`src/rtl/seq_pkg.sv`:
```
// Shared definitions for the datapath sequencer: state encoding and
// program-memory geometry.
package seq_pkg;

    typedef enum logic [1:0] {
        S_IDLE = 2'd0,
        S_RUN  = 2'd1,
        S_STEP = 2'd2,
        S_DONE = 2'd3
    } seq_state_t;

    localparam logic [15:0] NOP_WORD_DEFAULT = 16'h0000;
    localparam int          PROG_DEPTH       = 16;
    localparam int          ADDR_W           = 4;
    localparam int          WORD_W           = 16;
    localparam int          LEN_W            = 5;

endpackage

```
`src/rtl/datapath_sequencer_if.sv`:
```
// Load, run-control and status signals between the host side and the
// datapath sequencer.
interface datapath_sequencer_if;
    import seq_pkg::*;

    logic              load_en;
    logic [ADDR_W-1:0] load_addr;
    logic [WORD_W-1:0] load_data;
    logic [LEN_W-1:0]  prog_len;
    logic              start;
    logic              single_step;
    logic              step;
    logic              abort;
    logic              halt_on_z;
    logic              z_flag;
    logic [WORD_W-1:0] control_word;
    logic [ADDR_W-1:0] pc;
    logic              busy;
    logic              done;
    logic              aborted;

    modport master (
        output load_en, load_addr, load_data, prog_len, start, single_step,
               step, abort, halt_on_z, z_flag,
        input  control_word, pc, busy, done, aborted
    );

    modport slave (
        input  load_en, load_addr, load_data, prog_len, start, single_step,
               step, abort, halt_on_z, z_flag,
        output control_word, pc, busy, done, aborted
    );

endinterface

```
`src/rtl/seq_prog_mem.sv`:
```
// Program store: synchronous write, combinational read, never cleared by reset
// so a loaded program survives a sequencer reset.
module seq_prog_mem #(
    parameter int DEPTH = 16,
    parameter int WIDTH = 16
) (
    input  logic                     clk,
    input  logic                     we,
    input  logic [$clog2(DEPTH)-1:0] waddr,
    input  logic [WIDTH-1:0]         wdata,
    input  logic [$clog2(DEPTH)-1:0] raddr,
    output logic [WIDTH-1:0]         rdata
);

    logic [WIDTH-1:0] mem [DEPTH];

    always_ff @(posedge clk) begin
        if (we) mem[waddr] <= wdata;
    end

    assign rdata = mem[raddr];

endmodule

```
`src/rtl/datapath_sequencer.sv`:
```
// Issues stored control words to the datapath, free-running or one per step pulse.
// state  | meaning
// IDLE   | NOP driven, program loadable, waiting for start
// RUN    | one word per cycle from mem[pc]
// STEP   | one word on the cycle after each step pulse, NOP otherwise
// DONE   | single-cycle done pulse, NOP driven
module datapath_sequencer
    import seq_pkg::*;
#(
    parameter logic [15:0] NOP_WORD = NOP_WORD_DEFAULT,
    parameter int          DEPTH    = PROG_DEPTH
) (
    input  logic           clk,
    input  logic           reset,
    datapath_sequencer_if.slave bus
);

    seq_state_t        state, state_nx;
    logic [WORD_W-1:0] cw, cw_nx;
    logic [ADDR_W-1:0] pc, pc_nx;
    logic [LEN_W-1:0]  len, len_nx;
    logic              hz, hz_nx;
    logic              abt, abt_nx;
    logic [WORD_W-1:0] mem_word;
    logic              mem_we;
    logic              last_word;
    logic              stop_req;

    // Writes only land in IDLE, so a running program can never be altered.
    assign mem_we = (state == S_IDLE) && bus.load_en;

    seq_prog_mem #(.DEPTH(DEPTH), .WIDTH(WORD_W)) u_prog_mem (
        .clk  (clk),
        .we   (mem_we),
        .waddr(bus.load_addr),
        .wdata(bus.load_data),
        .raddr(pc),
        .rdata(mem_word)
    );

    // 5-bit compare so prog_len = 16 finishes at pc 15 and pc wraps to 0.
    assign last_word = (({1'b0, pc} + 5'd1) == len);
    assign stop_req  = bus.abort || (hz && bus.z_flag);

    always_ff @(posedge clk or posedge reset) begin
        if (reset) begin
            state <= S_IDLE;
            cw    <= NOP_WORD;
            pc    <= '0;
            len   <= '0;
            hz    <= 1'b0;
            abt   <= 1'b0;
        end else begin
            state <= state_nx;
            cw    <= cw_nx;
            pc    <= pc_nx;
            len   <= len_nx;
            hz    <= hz_nx;
            abt   <= abt_nx;
        end
    end

    always_comb begin
        state_nx = state;
        cw_nx    = NOP_WORD;
        pc_nx    = pc;
        len_nx   = len;
        hz_nx    = hz;
        abt_nx   = abt;
        case (state)
            S_IDLE: begin
                if (bus.start) begin
                    pc_nx  = '0;
                    len_nx = bus.prog_len;
                    hz_nx  = bus.halt_on_z;
                    abt_nx = 1'b0;
                    if (bus.prog_len == '0)   state_nx = S_DONE;
                    else if (bus.single_step) state_nx = S_STEP;
                    else                      state_nx = S_RUN;
                end
            end
            S_RUN, S_STEP: begin
                if (stop_req) begin
                    state_nx = S_DONE;
                    abt_nx   = 1'b1;
                end else if (state == S_RUN || bus.step) begin
                    cw_nx = mem_word;
                    pc_nx = pc + 4'd1;
                    if (last_word) state_nx = S_DONE;
                end
            end
            S_DONE:  state_nx = S_IDLE;
            default: state_nx = S_IDLE;
        endcase
    end

    assign bus.control_word = cw;
    assign bus.pc           = pc;
    assign bus.busy         = (state == S_RUN) || (state == S_STEP);
    assign bus.done         = (state == S_DONE);
    assign bus.aborted      = abt;

endmodule

```
`src/flat_wrapper.sv`:
```
// flat-port wrapper written by rule: the top's interface ports become plain ports
module datapath_sequencer_flat import seq_pkg::*;
#(
    parameter logic [15:0] NOP_WORD = NOP_WORD_DEFAULT,
    parameter int          DEPTH    = PROG_DEPTH
)
  (clk, reset, bus_load_en, bus_load_addr, bus_load_data, bus_prog_len, bus_start, bus_single_step, bus_step, bus_abort, bus_halt_on_z, bus_z_flag, bus_control_word, bus_pc, bus_busy, bus_done, bus_aborted);
  datapath_sequencer_if bus_i ();
  input  logic clk;
  input  logic reset;
  input wire logic [$bits(bus_i.load_en)-1:0] bus_load_en;
  input wire logic [$bits(bus_i.load_addr)-1:0] bus_load_addr;
  input wire logic [$bits(bus_i.load_data)-1:0] bus_load_data;
  input wire logic [$bits(bus_i.prog_len)-1:0] bus_prog_len;
  input wire logic [$bits(bus_i.start)-1:0] bus_start;
  input wire logic [$bits(bus_i.single_step)-1:0] bus_single_step;
  input wire logic [$bits(bus_i.step)-1:0] bus_step;
  input wire logic [$bits(bus_i.abort)-1:0] bus_abort;
  input wire logic [$bits(bus_i.halt_on_z)-1:0] bus_halt_on_z;
  input wire logic [$bits(bus_i.z_flag)-1:0] bus_z_flag;
  output wire logic [$bits(bus_i.control_word)-1:0] bus_control_word;
  output wire logic [$bits(bus_i.pc)-1:0] bus_pc;
  output wire logic [$bits(bus_i.busy)-1:0] bus_busy;
  output wire logic [$bits(bus_i.done)-1:0] bus_done;
  output wire logic [$bits(bus_i.aborted)-1:0] bus_aborted;
  assign bus_i.load_en = bus_load_en;
  assign bus_i.load_addr = bus_load_addr;
  assign bus_i.load_data = bus_load_data;
  assign bus_i.prog_len = bus_prog_len;
  assign bus_i.start = bus_start;
  assign bus_i.single_step = bus_single_step;
  assign bus_i.step = bus_step;
  assign bus_i.abort = bus_abort;
  assign bus_i.halt_on_z = bus_halt_on_z;
  assign bus_i.z_flag = bus_z_flag;
  assign bus_control_word = bus_i.control_word;
  assign bus_pc = bus_i.pc;
  assign bus_busy = bus_i.busy;
  assign bus_done = bus_i.done;
  assign bus_aborted = bus_i.aborted;
  datapath_sequencer #(.NOP_WORD(NOP_WORD), .DEPTH(DEPTH)) u_core (.clk(clk), .reset(reset), .bus(bus_i));
endmodule
```
`config.mk`:
```
export PLATFORM = sky130hd
export DESIGN_NAME = datapath_sequencer_flat
export DESIGN_NICKNAME = d
export VERILOG_FILES = /design/src/rtl/seq_pkg.sv /design/src/rtl/datapath_sequencer_if.sv /design/src/rtl/seq_prog_mem.sv /design/src/rtl/datapath_sequencer.sv /design/src/flat_wrapper.sv
export SDC_FILE = /design/constraint.sdc
export NUM_CORES = 1
export LEC_CHECK = 0
export BUFFER_PORTS_ARGS = -buffer_cell sky130_fd_sc_hd__buf_2
export CAP_MARGIN = 20
export CELL_PAD_IN_SITES_DETAIL_PLACEMENT = 0
export CELL_PAD_IN_SITES_GLOBAL_PLACEMENT = 1
export CORE_MARGIN = 5
export CORE_UTILIZATION = 58
export CTS_CLUSTER_SIZE = 30
export DETAILED_ROUTE_END_ITERATION = 6
export PLACE_DENSITY = 0.88
export REMOVE_ABC_BUFFERS = 1
export SKIP_CTS_REPAIR_TIMING = 1
export SYNTH_ARGS = -nofsm -noshare
export SYNTH_HDL_FRONTEND = slang
export SYNTH_SLANG_ARGS = --single-unit
```
`constraint.sdc`:
```
create_clock -name clk -period 4.4 [get_ports clk]
set_input_delay 0.22 -clock clk [delete_from_list [all_inputs] [get_ports clk]]
set_output_delay 0.22 -clock clk [all_outputs]
set_load 0.02 [all_outputs]
```
* Word level (Yosys, flattened, before mapping)
Memory sizes are Yosys's and may differ from the RTL's. Index checks and enable logic that the tools add are counted.
Storage, ports and cells: flip-flop bits (word level) 29, bits in writable memories 256, bits of input ports 34, output and inout port bits 23, word-level logic and storage cells 51, memories 1
Operators by class: add/sub/neg operators 2, equal/unequal tests 10, muxes and demuxes 19, reduce and logical (&&, ||, !) cells 13
Memories:
- u_core.u_prog_mem.mem | words 16, bits a word 16, read ports 1, clocked after Yosys merged registers in 0, write ports 1, RTL line seq_prog_mem.sv:15 | logic [WIDTH-1:0] mem [DEPTH];
Operators with widths (number):
- $mux 16 | 3
- $mux 2 | 6
- $mux 4 | 3
- $pmux 4 s2 | 1
- $ne 3x1->1 const B | 2
- $pmux 2 s3 | 1
- $reduce_and 3->1 | 2
- $add 4x1->5 const B | 1
- $eq 5x5->1 | 1
- $logic_not 5->1 | 1
- $add 4x1->4 const B | 1
- $eq 2x2->1 const B | 2
- $mux 1 | 4
- $ne 2x1->1 const B | 2
- $ne 2x2->1 const B | 2
- $reduce_and 4->1 | 1
- $logic_or 1x1->1 | 3
- $eq 2x1->1 const B | 1
- $logic_and 1x1->1 | 2
- $logic_not 2->1 | 1
- $pmux 1 s2 | 1
- $reduce_and 2->1 | 1
- $reduce_bool 2->1 | 1
- $reduce_or 2->1 | 1

* Longest topological paths before layout
depth in word-level cells 6, gate-level depth with buffers 8, depth with buffers taken out 7

* By module
From an unflattened synthesis, not the netlist that was laid out.
Second synthesis, totals: cell total of the unflattened synthesis 527, area, all modules 11040.6 um2
Modules (own cells, without submodules):
- seq_prog_mem | times used 1, cells each 416, area an instance 9721.8 um2
- datapath_sequencer | times used 1, cells each 111, area an instance 1318.8 um2

* Worst setup path after synthesis
Ideal clock, no wire load.
path kind reg-to-reg, start register u_core.state[0], end memory u_core.u_prog_mem.mem[0][0], enable pin, library setup time 0.409 ns, arrival 2.379 ns, required time 3.991 ns, path slack 1.612 ns, cell stages (with the launch flop) 7, clock period less this slack 2.788 ns, cells stage by stage dfrtp_1 -> inv_1 -> ha_1 -> clkbuf_1 -> nand2_1 -> or3_1 -> nor3_1
On the way: longest elaborated chain between the ends 4
Ends and longest elaborated chain:
- from (decl) | RTL line datapath_sequencer.sv:18 | seq_state_t state, state_nx;
- from (signal assigned) | RTL line datapath_sequencer.sv:54 | state <= state_nx;
- $logic_not 2->1 | RTL line datapath_sequencer.sv:30 | assign mem_we = (state == S_IDLE) && bus.load_en;
- $logic_and 1x1->1 | RTL line datapath_sequencer.sv:30
- $mux 1 | RTL line seq_prog_mem.sv:18 | if (we) mem[waddr] <= wdata;
- $mux 1 (not written as such) | RTL line seq_prog_mem.sv:18
- to (decl) | RTL line seq_prog_mem.sv:15
No other way between the ends.

* Final worst setup path
start register u_core.pc[0] (netlist: u_core.bus.pc[0]), end register u_core.cw[4] (netlist: u_core.bus.control_word[4])
On the way: longest elaborated chain between the ends 4
Ends and longest elaborated chain:
- from (decl) | RTL line datapath_sequencer.sv:20 | logic [ADDR_W-1:0] pc, pc_nx;
- from (signal assigned) | RTL line datapath_sequencer.sv:56 | pc <= pc_nx;
- $mem_v2 16x16
- $mux 16 | RTL line datapath_sequencer.sv:86 | end else if (state == S_RUN || bus.step) begin
- $mux 16 | RTL line datapath_sequencer.sv:83 | if (stop_req) begin
- $mux 16 | RTL line datapath_sequencer.sv:70 | case (state)
- via u_core.cw_nx[4] | RTL line datapath_sequencer.sv:19 | logic [WORD_W-1:0] cw, cw_nx;
- to (signal assigned) | RTL line datapath_sequencer.sv:55 | cw <= cw_nx;
- to (decl) | RTL line datapath_sequencer.sv:19
The timed path passes the listed nets, and every way through them passes these cells. A chain may end at the register's enable or synchronous reset.

==> results.sh <==
export IMPL_wirelength_um=22300
export IMPL_gp_congestion=0.780
export IMPL_row_count=50
export IMPL_tritoncts="done"
export IMPL_drive_above_1_share_pct=35.6
export IMPL_synth_top_area_share_pct=70.2
export IMPL_grt_pass1_wl_um=33500
export IMPL_wl_per_cell_um=26.8
export IMPL_antenna_found_initial=1
export IMPL_die_w_um=147
export IMPL_rsz0062_at_grt="false"
export IMPL_fin_setup_tns_ps=0
export IMPL_clkSinkCount=285
export IMPL_syn_inst=485
export IMPL_ys_flop_type="edfxtp_1"
export IMPL_root_buffer="clkbuf_16"
export IMPL_hold_path_class="primary input to register"
export IMPL_ir_drop_uv=380
export IMPL_fmax_mhz=377
export IMPL_start_util_pct=58.8
export IMPL_start_kind="register"
export IMPL_synth_edff_count=256
export IMPL_hold_viol=0
export IMPL_slowest_stage="dfrtp_4"
export IMPL_htreeDepth=1
export IMPL_ys_warn_count=0
export IMPL_synth_largest_area_cell="edfxtp_1"
export IMPL_cpPeakStageDelay_ps=900
export IMPL_clk_path_buf_depth=3
export IMPL_ant_nets=0
export IMPL_status="finished clean"
export IMPL_diodes=0
export IMPL_drv_slew=0
export IMPL_holdWs_ps=56.9
export IMPL_critical_path_class="register to register"
export IMPL_syn_cell_area_um2=11000
export IMPL_async_flop_share_pct=10.2
export IMPL_end_kind="register"
export IMPL_viasPerCell=6.23
export IMPL_overflow=0
export IMPL_synth_area_top_cells="edfxtp_1, mux4_2, dfrtp_1"
export IMPL_worst_pin_slew_ps=1020
export IMPL_grt_pass1_vias=5391
export IMPL_grt_max_degree=38
export IMPL_grt_use_total_pct=21.0
export IMPL_critPathMaxFanout=37
export IMPL_path_clk_slew_ps=70
export IMPL_worstPathArrival_ps=3050
export IMPL_cts_buffers=27
export IMPL_fin_area_um2=12600
export IMPL_core_area_um2=18600
export IMPL_path_delay_family="multiplexers"
export IMPL_ys_seq_area_share_pct=76.8
export IMPL_syn2layout_area_growth_pct=15.0
export IMPL_worstPathRequired_ps=4800
export IMPL_fin_worst_skew_ps=9.72
export IMPL_fp_dieH_um=147
export IMPL_clk_latency_ps=530
export IMPL_min_period_over_period_pct=60.3
export IMPL_die_area_um2=21700
export IMPL_ys_seq_elements=285
export IMPL_nets=615
export IMPL_period_needed_ps=2650
export IMPL_drc=0
export IMPL_portBuffers=56
export IMPL_place_area_um2=11600
export IMPL_vias=5184
export IMPL_max_cap_violations=0
export IMPL_relSlewSlack_pct=31.9
export IMPL_pin_count=57
export IMPL_leakage_nw=4.19
export IMPL_drt_iter0_markers=610
export IMPL_p_per_area_nw_per_um2=532
export IMPL_critical_path_most_common_cell="mux4_2"
export IMPL_postSynthAreaPerCell_um2=22.6
export IMPL_setup_viol=0
export IMPL_dp_hpwl_um=11900
export IMPL_drt_first_pass_iters=5
export IMPL_cp_cell_sequence="buf_12 > mux4_2 > mux4_2 > nor2b_1"
export IMPL_critPathBufInv=1
export IMPL_synthDistinctLibCells=34
cell families (layout without fill, tap and decap cells):
group	Yosys count	in the layout	synth area share, %
adder cells (fa/ha/maj)	4	4	0.457
multiplexers	88	88	17.3
XOR/XNOR	7	7	0.560
AO/OA/AOI/OAI	13	13	0.788
buffers and inverters	27	140	1.31
flip-flops	285	285	76.8
AND/OR/NAND/NOR	61	61	2.83
synthesized netlist by cell type, types with 2 or more instances:
| library cell | n |
|---|---|
| clkbuf_1 | 9 |
| o21ai_1 | 3 |
| nor2_1 | 20 |
| mux4_2 | 80 |
| xor2_1 | 3 |
| nand2_1 | 6 |
| buf_2 | 9 |
| xnor2_1 | 4 |
| inv_1 | 4 |
| edfxtp_1 | 256 |
| dfrtp_1 | 29 |
| nand4_1 | 2 |
| nand2b_1 | 2 |
| nor3_1 | 7 |
| nor2b_1 | 17 |
| ha_1 | 4 |
| buf_6 | 4 |
| a21oi_1 | 2 |
| nand3_1 | 2 |
| mux2_2 | 7 |
| a31oi_1 | 2 |
sequential cells by signal (all words and copies together), names as in the netlist:
register and flops:
u_core.bus.control_word 16, u_core.bus.aborted 1, u_core.hz 1, u_core.bus.pc 4, u_core.len 5, u_core.state 2, u_core.u_prog_mem.mem 256
where the power goes:
group	switching [mW]	internal, mW	leakage (nW)
Clock	0.946	1.43	0.452
Combinational	0.522	0.596	1.06
Sequential	0.143	3.07	2.68
Total	1.61	5.09	4.19
path summary, 6_finish.rpt:
kind                            cells after the start              from                      endpoint  slack (ps)
worst max-delay path                                4  u_core.bus.pc[0]    u_core.bus.control_word[4]        1750
max in group asynchronous                           4             reset              u_core.bus.pc[0]        3700
worst min register to register                      1         u_core.hz                     u_core.hz         510
worst max register to register                      4  u_core.bus.pc[0]    u_core.bus.control_word[4]        1750
worst min-delay path                                1  bus_load_data[2]  u_core.u_prog_mem.mem[10][2]          60
min in group asynchronous                           4             reset    u_core.bus.control_word[4]         340
through the flow:
stage	total power, mW	utilization, %	setup slack (ps)	instances
final	6.71	67.6	1750	832
after global routing	6.99	67.6	1560	832
after CTS	6.77	67.2	1700	825
after detailed placement	4.39	62.3	1730	775
after global placement	4.35	62.3	1810	775
after floorplan	4.10	-	68.7	462
layout by cell type (no fill, tap or decap), types with 4 or more instances in the layout:
| cell type | Yosys | layout |
|---|---|---|
| buf_2 | 9 | 56 |
| buf_4 | 0 | 22 |
| bufinv_16 | 0 | 5 |
| clkbuf_16 | 0 | 27 |
| clkinv_1 | 0 | 7 |
| clkinv_2 | 0 | 5 |
| dfrtp_1 | 29 | 27 |
| dlygate4sd3_1 | 0 | 7 |
| edfxtp_1 | 256 | 256 |
| ha_1 | 4 | 4 |
| inv_1 | 4 | 4 |
| mux2_2 | 7 | 7 |
| mux4_2 | 80 | 80 |
| nand2_1 | 6 | 6 |
| nor2_1 | 20 | 20 |
| nor2b_1 | 17 | 17 |
| nor3_2 | 0 | 4 |
| xnor2_1 | 4 | 4 |
layer usage:
metal | global-route usage [%] | wire (µm)
met1 | 28.6 | 8460
met5 | 0 | 7
met3 | 3.68 | 1640
met4 | 4.19 | 409
met2 | 36.7 | 11800
worst reg2reg max path, delay by kind of cell (launching register included):
kind | cells | cell delay (ps)
muxes | 2 | 1090
buffers and inverters | 1 | 380
and+or+nand+nor | 1 | 160
DFF | 1 | 900
final cells by class:
cell class                      instances  area, µm²
Multi-Input combinational cell        173       2420
Clock inverter                         20        226
Sequential cell                       285       8420
Tap cell                              234        293
Clock buffer                           30        697
Inverter                                4       15.0
Timing Repair Buffer                   86        536
Fill cell                            1147       6040
Note: power is estimated with default switching activity, not from simulation.
